File: config.mk
export PLATFORM = sky130hd
export DESIGN_NAME = fetch_unit
export DESIGN_NICKNAME = d
export VERILOG_FILES = /design/src/rtl/fetch_unit_pkg.sv /design/src/rtl/fetch_unit_pc_next.sv /design/src/rtl/fetch_unit.sv
export SDC_FILE = /design/constraint.sdc
export NUM_CORES = 1
export LEC_CHECK = 0
export BUFFER_PORTS_ARGS = -buffer_cell sky130_fd_sc_hd__buf_2
export CAP_MARGIN = 40
export CORE_MARGIN = 2
export CORE_UTILIZATION = 50
export DETAILED_ROUTE_END_ITERATION = 16
export PLACE_DENSITY = 0.77
export SYNTH_ARGS = -nofsm -noshare
export SYNTH_HDL_FRONTEND = slang
export SYNTH_SLANG_ARGS = --single-unit
File: constraint.sdc
create_clock -name clk -period 5.4 [get_ports clk]
set_input_delay 0.27 -clock clk [delete_from_list [all_inputs] [get_ports clk]]
set_output_delay 0.27 -clock clk [all_outputs]
set_load 0.02 [all_outputs]
File: src/rtl/fetch_unit_pkg.sv
// Shared widths, FSM state encoding and branch-offset helper for the fetch unit.
package fetch_unit_pkg;

    localparam int unsigned PC_W    = 10;
    localparam int unsigned INSTR_W = 16;
    localparam int unsigned BOFF_W  = 6;

    typedef enum logic [1:0] {
        StIdle = 2'd0,
        StReq  = 2'd1,
        StHold = 2'd2
    } fetch_state_e;

    function automatic logic [PC_W-1:0] sext_boff(input logic [BOFF_W-1:0] off);
        return {{(PC_W - BOFF_W){off[BOFF_W-1]}}, off};
    endfunction

endpackage

File: src/rtl/fetch_unit_pc_next.sv
// Next-PC arithmetic: redirect target mux (jump over branch), relative branch add, increment.
module fetch_unit_pc_next
    import fetch_unit_pkg::*;
(
    input  logic              jmp_en,
    input  logic [PC_W-1:0]   jmp_dir,
    input  logic              branch_en,
    input  logic [BOFF_W-1:0] branch_dir,
    input  logic [PC_W-1:0]   pc,
    input  logic [PC_W-1:0]   fetch_pc,
    output logic              redirect,
    output logic [PC_W-1:0]   target,
    output logic [PC_W-1:0]   fetch_inc
);

    logic [PC_W-1:0] branch_target;

    // All additions wrap modulo 2**PC_W.
    always_comb begin
        branch_target = pc + sext_boff(branch_dir);
        fetch_inc     = fetch_pc + PC_W'(1);
        redirect      = jmp_en | branch_en;
        target        = jmp_en ? jmp_dir : branch_target;
    end

endmodule

File: src/rtl/fetch_unit.sv
// Instruction fetch unit: IDLE/REQ/HOLD sequencer with jump/branch redirect and in-flight discard.
// Optional FETCH_LINK_EN adds linkPc, loaded with pc+1 on every accepted jump.
module fetch_unit
    import fetch_unit_pkg::*;
(
    input  logic               clk,
    input  logic               reset,
    output logic               memReq,
    output logic [PC_W-1:0]    memAddr,
    input  logic               memAck,
    input  logic [INSTR_W-1:0] memData,
    input  logic               jmpEnable,
    input  logic [PC_W-1:0]    jmpDir,
    input  logic               branchEnable,
    input  logic [BOFF_W-1:0]  branchDir,
    input  logic               stall,
    output logic [INSTR_W-1:0] instr,
    output logic               instrValid,
    output logic [PC_W-1:0]    pc
`ifdef FETCH_LINK_EN
    ,
    output logic [PC_W-1:0]    linkPc
`endif
);

    fetch_state_e       state_q, state_d;
    logic [PC_W-1:0]    fetch_pc_q, fetch_pc_d;
    logic [PC_W-1:0]    pc_q, pc_d;
    logic [INSTR_W-1:0] instr_q, instr_d;
    logic [PC_W-1:0]    mem_addr_q, mem_addr_d;
    logic               discard_q, discard_d;

    logic               redirect;
    logic [PC_W-1:0]    target;
    logic [PC_W-1:0]    fetch_inc;

    fetch_unit_pc_next u_pc_next (
        .jmp_en     (jmpEnable),
        .jmp_dir    (jmpDir),
        .branch_en  (branchEnable),
        .branch_dir (branchDir),
        .pc         (pc_q),
        .fetch_pc   (fetch_pc_q),
        .redirect   (redirect),
        .target     (target),
        .fetch_inc  (fetch_inc)
    );

    always_comb begin
        state_d    = state_q;
        fetch_pc_d = fetch_pc_q;
        pc_d       = pc_q;
        instr_d    = instr_q;
        mem_addr_d = mem_addr_q;
        discard_d  = discard_q;

        unique case (state_q)
            StIdle: begin
                state_d = StReq;
                if (redirect) fetch_pc_d = target;
            end
            StReq: begin
                if (memAck) begin
                    if (discard_q || redirect) begin
                        // Returning word belongs to a flushed path: drop it and refetch.
                        discard_d  = 1'b0;
                        fetch_pc_d = redirect ? target : fetch_pc_q;
                    end else begin
                        instr_d    = memData;
                        pc_d       = fetch_pc_q;
                        fetch_pc_d = fetch_inc;
                        state_d    = StHold;
                    end
                end else if (redirect) begin
                    // Let the outstanding read finish on its original address.
                    fetch_pc_d = target;
                    discard_d  = 1'b1;
                end
            end
            StHold: begin
                if (redirect) begin
                    fetch_pc_d = target;
                    state_d    = StReq;
                end else if (!stall) begin
                    state_d = StReq;
                end
            end
            default: state_d = StIdle;
        endcase

        // Latch a new address only when a fresh request begins.
        if (state_d == StReq && (state_q != StReq || memAck)) mem_addr_d = fetch_pc_d;
    end

    always_ff @(posedge clk) begin
        if (reset) begin
            state_q    <= StIdle;
            fetch_pc_q <= '0;
            pc_q       <= '0;
            instr_q    <= '0;
            mem_addr_q <= '0;
            discard_q  <= 1'b0;
        end else begin
            state_q    <= state_d;
            fetch_pc_q <= fetch_pc_d;
            pc_q       <= pc_d;
            instr_q    <= instr_d;
            mem_addr_q <= mem_addr_d;
            discard_q  <= discard_d;
        end
    end

`ifdef FETCH_LINK_EN
    logic [PC_W-1:0] link_pc_q;

    always_ff @(posedge clk) begin
        if (reset) begin
            link_pc_q <= '0;
        end else if (jmpEnable) begin
            link_pc_q <= pc_q + PC_W'(1);
        end
    end

    assign linkPc = link_pc_q;
`endif

    assign memReq     = (state_q == StReq);
    assign memAddr    = mem_addr_q;
    assign instrValid = (state_q == StHold);
    assign instr      = instr_q;
    assign pc         = pc_q;

endmodule

; Word level (Yosys, flattened, before mapping)
; Index checks and enable logic that the tools add are counted.
[word_totals]
in_bits = 38
reg_bits = 49
[classes]
n_mux = 13
n_addsub = 2
eq_ne = 5
bitwise_logic = 2
n_reduce_logical = 8
[ops]
columns = cell, n
row1 = $mux W10, 4
row2 = $pmux W10 S2, 1
row3 = $add A10 B1 Y10 const B, 1
row4 = $add A10 B10 Y10, 1
row5 = $mux W2, 4
row6 = $pmux W2 S3, 1
row7 = $reduce_and A3 Y1, 2
row8 = $eq A2 B1 Y1 const B, 2
row9 = $ne A2 B1 Y1 const B, 2
row10 = $mux W1, 3
row11 = $eq A2 B2 Y1 const B, 1
row12 = $logic_not A2 Y1, 1
row13 = $logic_or A1 B1 Y1, 2
row14 = $reduce_bool A2 Y1, 1
row15 = $reduce_or A2 Y1, 1
row16 = $logic_and A1 B1 Y1, 1
row17 = $not A1 Y1, 1
row18 = $or A1 B1 Y1, 1

; Logic depth before layout (Yosys ltp)
[depth]
depth_word = 7
depth_mapped = 8
mapped_depth_nobuf = 8

; By module
; Synthesis repeated with hierarchy kept, for this count alone.
[hier_totals]
hier_cells = 325
area_unflattened_um2 = 2732.6
[modules_own_cells]
columns = mod, n_inst, seq_area_each_um2, area_per_inst_um2, cells_per_inst
row1 = fetch_unit, 1, 980.9, 1984.4, 220
row2 = fetch_unit_pc_next, 1, 0.0, 748.2, 105

; Worst setup path before layout
; No wires, ideal clock.
[synth_path]
kind = register to register
start = register pc_q[1] (netlist: pc[1])
end = register mem_addr_q[9] (netlist: memAddr[9])
setup_ns = 0.091
path_buffers = 0
path_stages_with_launch = 7
t_arrival_ns = 2.036
path_slack_ns = 3.273
cell_sequence = dfxtp_1 ha_1 a211o_1 a2111oi_0 nor3b_1 mux2i_1 a311oi_1
[synth_via]
elab_chain_len = 6
[synth_rtl]
columns = item, line
row1 = from (decl), fetch_unit.sv:28  ; logic [PC_W-1:0] pc_q, pc_d;
row2 = from (signal assigned), fetch_unit.sv:106  ; pc_q <= pc_d;
row3 = $add A10 B10 Y10 (*), fetch_unit_pc_next.sv:20  ; branch_target = pc + sext_boff(branch_dir);
row4 = $mux W10 (*), fetch_unit_pc_next.sv:23  ; target = jmp_en ? jmp_dir : branch_target;
row5 = $mux W10 (*), n/a
row6 = $mux W10, fetch_unit.sv:64  ; if (discard_q || redirect) begin
row7 = $mux W10, fetch_unit.sv:63  ; if (memAck) begin
row8 = $pmux W10 S2 (*), fetch_unit.sv:57  ; unique case (state_q)
row9 = to (signal assigned), fetch_unit.sv:108  ; mem_addr_q <= mem_addr_d;
row10 = to (decl), fetch_unit.sv:30  ; logic [PC_W-1:0] mem_addr_q, mem_addr_d;
; Every way passes the cells marked *; elsewhere a longest branch is shown, timed or not.
; A chain may end at the register's enable or synchronous reset.

; Worst setup path in the final report
[layout_path]
start = register state_q[0]
end = register mem_addr_q[9] (netlist: memAddr[9])
[layout_via]
elab_chain_len = 5
word_cells_on_any_way = 14
[layout_rtl]
columns = item, line
row1 = from (decl), fetch_unit.sv:26  ; fetch_state_e state_q, state_d;
row2 = from (signal assigned), fetch_unit.sv:97  ; state_q <= StIdle;
row3 = from (signal assigned), fetch_unit.sv:104  ; state_q <= state_d;
row4 = "$mux W2, on equally long branches", "fetch_unit.sv:84, fetch_unit.sv:64"
row5 = "$mux W2, on equally long branches", "fetch_unit.sv:81, fetch_unit.sv:63"
row6 = $pmux W2 S3, fetch_unit.sv:57
row7 = $eq A2 B1 Y1, fetch_unit.sv:92  ; if (state_d == StReq && (state_q != StReq || memAck)) mem_addr_d = fetch_pc_d;
row8 = $logic_and A1 B1 Y1, fetch_unit.sv:92
; Several ways; a longest one is shown, not always the timed one.

==> metrics.sh <==
CP_CELL_SEQUENCE='nor2b_1 -> nand2_1 -> buf_16 -> o211ai_1 -> a22oi_1 -> a311oi_1'
REQ_TIME_CRIT_PATH_PS=5620
TIMING_HOLD_VIOLATIONS_FINAL=0
OUTCOME='finished clean'
FIN_CRIT_SH=0.422
CTS_MADE_BUFFERS=5
GRT_START_MAX_NET_PINS=36
FILLCELLCOUNT=509
CORE_AREA_UM2=5200
GPL.FINAL_WEIGHTED_CONGESTION=0.838
SLEW_VIOL_FINAL=0
PORTBUFFERS=75
DIE_BOUNDARY_HEIGHT_UM=78.1
WIRE_LENGTH_OF_THE_FIRST_GLOBAL_ROUTING_PASS_MM=11.7
LEAKAGEPOWER_nW=1.44
NETLIST_TOP_CELLS_AREA='sky130_fd_sc_hd__dfxtp_1, sky130_fd_sc_hd__nand2_1, sky130_fd_sc_hd__a21oi_1, sky130_fd_sc_hd__ha_1, sky130_fd_sc_hd__o21ai_0'
SYNTH_WARNINGS=0
PRE_CTS_SLACK_PS=2990
MAX_FREQ_MHz=439
YOSYSTOPAREACELL='sky130_fd_sc_hd__dfxtp_1'
CLK-INSERTION-DELAY-LATE_PS=310
CTS.REPAIR_TIMING.SETUP_BUFFER_COUNT=0
VIAS_PER_CELL=5.62
GRT_SETUP_UNREPAIRED='no'
FLOORPLAN.IO_PINS=76
POWER.DENSITY_nW_PER_UM2=246
POST_SYNTH_INSTANCE_AREA_UM2=2750
DRCVIOLATIONCOUNT=0
CLOCKBUFFERDEPTH=2
H_TREE_DEPTH=2
CTS_TREE='built'
SLOWEST_STAGE='sky130_fd_sc_hd__dfxtp_1'
GRT_ANTENNA_BEFORE_REPAIR=0
FINALCLOCKSKEW_PS=19.5
DR_ITER_0_VIOLS=139
CP-START-KIND='flop'
CTS-ROOT-BUF='sky130_fd_sc_hd__clkbuf_8'
NETLIST-CELL-TYPE-COUNT=57
POST_DRT_WL_PER_CELL_UM=14.6
GRT_PASS1_VIAS=2540
CRIT_ARRIVAL_PS=2500
DRIVE_ABOVE_1_SHARE=0.218
PATH_CLK_SLEW_PS=110
WORST-SETUP-PATH-TYPE='flop to flop'
ANTENNA_LEFT=0
DP_HPWL_MM=5.34
HOLDBUFCOUNTCTS=0
SYN-INSTANCE-COUNT=359
FIRST_PASS_ITERS=5
NUM-NETS-FINAL=470
WORST_IR_DROP_VDD_mV=0.147
CRITICAL_PATH.MAX_FANOUT=20
SYN_AVG_CELL_AREA_UM2=7.66
POST-ROUTE-MIN-PERIOD_PS=2280
ANTENNA_CELLS_INSERTED=0
SYNTH_SEQUENTIAL_AREA_RATIO=0.357
TIGHTESTPINTRANSITION_PS=791
SYNTH_ENABLE_FLOP_CELLS=0
SYNTH_FP_NETS=408
CPPEAKSTAGEDELAY_PS=600
CTS_RESIZED=0
GRT_UTIL_ALL_LAYERS=0.237
GRT_REMAINING_OVERFLOW=0
FP.DIEAREA_UM2=6110
CLOCK-SINKS=49
DIE_WIDTH_UM=78.1
SETUP_VIOL_COUNT_FINAL=0
DOMINANTREGCELLSYNTH='sky130_fd_sc_hd__dfxtp_1'
TIMING.MAX_CAP.VIOLATIONS=0
INITIAL_UTILIZATION=0.528
ENDPOINT_KIND='flop'
SETUP-TNS-FINAL_PS=0
SYNTH_TOP_CELL_AREA_SHARE=0.357
HOLD_CLASS='input pin to flop'
NUM_ROWS=26
WIRELENGTH_MM=7.16
SETUP_SLACK_PS=3120
YS_ASYNC_SR_FRACTION=0
SYNTH.FF_LATCH_COUNT=49
AREA_GROWTH_PCT=19.8
TOTAL_NUMBER_OF_VIAS=2766
MAX-SLEW-MARGIN-REL=0.467
## critical path, delay by kind of cell (launching register included)
| family | cells | cell delay [ps] |
|---|---|---|
| AO/OA/AOI/OAI | 3 | 540 |
| buffers and inverters | 1 | 310 |
| flip-flops | 1 | 600 |
| AND/OR/NAND/NOR | 2 | 740 |
## kinds of logic after synthesis
group / Yosys count / synth area share
simple gates: 151 / 0.263
compound gates: 105 / 0.243
flops: 49 / 0.357
buf+inv: 34 / 0.0533
fa+ha+maj: 11 / 0.0528
mux: 6 / 0.0218
xor+xnor: 3 / 0.00956
## synthesized netlist by cell type, drive strengths merged (2+ instances only)
| master | number |
|---|---|
| nand2 | 79 |
| a2111oi | 2 |
| a21o | 3 |
| xnor2 | 2 |
| o211a | 2 |
| nor2b | 5 |
| nor3 | 5 |
| nand3 | 6 |
| or3 | 4 |
| nand4 | 2 |
| nand3b | 2 |
| o31ai | 2 |
| o21ai | 20 |
| buf | 9 |
| and2 | 5 |
| nor3b | 3 |
| a211oi | 8 |
| a211o | 3 |
| nor4 | 3 |
| mux2i | 6 |
| a21oi | 43 |
| a31oi | 2 |
| o211ai | 3 |
| a22oi | 3 |
| o21a | 2 |
| clkbuf | 14 |
| ha | 10 |
| a311oi | 4 |
| dfxtp | 49 |
| or4 | 3 |
| nor4b | 2 |
| inv | 11 |
| nor2 | 25 |
## metrics by stage
stage          hold slack [ps]  std cells  power, mW  instance area [µm²]  utilization
6_report                   177        492      0.810                 3290        0.633
5_1_grt                    182        492      0.843                 3290        0.633
4_1_cts                    182        492      0.809                 3290        0.633
3_5_place_dp               447        484      0.547                 3180        0.611
3_3_place_gp               440        481      0.540                 3110        0.597
2_1_floorplan              367        359      0.498                 2750            -
## path summary, 6_finish.rpt
check | from | endpoint | slack [ps] | cells past startpoint
max | state_q[0]$_SDFF_PP0_ | memAddr[9]$_SDFFE_PP0P_ | 3120 | 6
min | memData[0] | instr[0]$_SDFFE_PP0P_ | 180 | 3
max reg2reg | state_q[0]$_SDFF_PP0_ | memAddr[9]$_SDFFE_PP0P_ | 3120 | 6
min reg2reg | memAddr[0]$_SDFFE_PP0P_ | memAddr[0]$_SDFFE_PP0P_ | 460 | 2
## layer usage
metal | track usage | share of wire
met5 | 0 | 0
met4 | 0.0579 | 0.012
met3 | 0.0494 | 0.058
met2 | 0.419 | 0.49
met1 | 0.294 | 0.44
## area by class of cell
type,instances,area (µm²),share of cell area
clock buffer,5,68.8,0.0209
timing repair buffer,78,450,0.137
tap,70,87.6,0.0266
clock inverter,3,43.8,0.0133
sequential,49,981,0.298
inverter,11,41.3,0.0125
multi-input combinational,276,1620,0.492
## registers in the layout, summed over array words and instances, names as in the netlist
register,count
discard_q,1
fetch_pc_q,10
instr,16
memAddr,10
pc,10
state_q,2
## cells in the final DEF, fill, tap and decap left out, types with 2 or more instances in the layout
cell / instances
sky130_fd_sc_hd__dfxtp_1: 49
sky130_fd_sc_hd__or3_1: 4
sky130_fd_sc_hd__nor4_1: 3
sky130_fd_sc_hd__nor2_1: 25
sky130_fd_sc_hd__a211oi_1: 8
sky130_fd_sc_hd__nand2_1: 79
sky130_fd_sc_hd__and2_1: 5
sky130_fd_sc_hd__a21oi_1: 43
sky130_fd_sc_hd__buf_2: 75
sky130_fd_sc_hd__ha_1: 10
sky130_fd_sc_hd__o21a_1: 2
sky130_fd_sc_hd__a2111oi_0: 2
sky130_fd_sc_hd__nor3_1: 5
sky130_fd_sc_hd__nand3_1: 6
sky130_fd_sc_hd__a311oi_1: 3
sky130_fd_sc_hd__nor2b_1: 5
sky130_fd_sc_hd__o21ai_0: 19
sky130_fd_sc_hd__inv_1: 11
sky130_fd_sc_hd__nand4_1: 2
sky130_fd_sc_hd__a21o_1: 3
sky130_fd_sc_hd__a211o_1: 3
sky130_fd_sc_hd__a22oi_1: 3
sky130_fd_sc_hd__buf_16: 2
sky130_fd_sc_hd__a31oi_1: 2
sky130_fd_sc_hd__clkbuf_8: 5
sky130_fd_sc_hd__o211a_1: 2
sky130_fd_sc_hd__mux2i_1: 6
sky130_fd_sc_hd__nand3b_1: 2
sky130_fd_sc_hd__xnor2_1: 2
sky130_fd_sc_hd__o211ai_1: 3
sky130_fd_sc_hd__o31ai_1: 2
sky130_fd_sc_hd__or4_1: 3
sky130_fd_sc_hd__nor3b_1: 2
## power breakdown
part | switching (mW) | internal [mW] | total [mW]
combinational | 0.0817 | 0.0577 | 0.139
sequential | 0.0209 | 0.380 | 0.401
clock | 0.131 | 0.139 | 0.270
total | 0.234 | 0.577 | 0.810
Power figures use the tool's default switching activity.
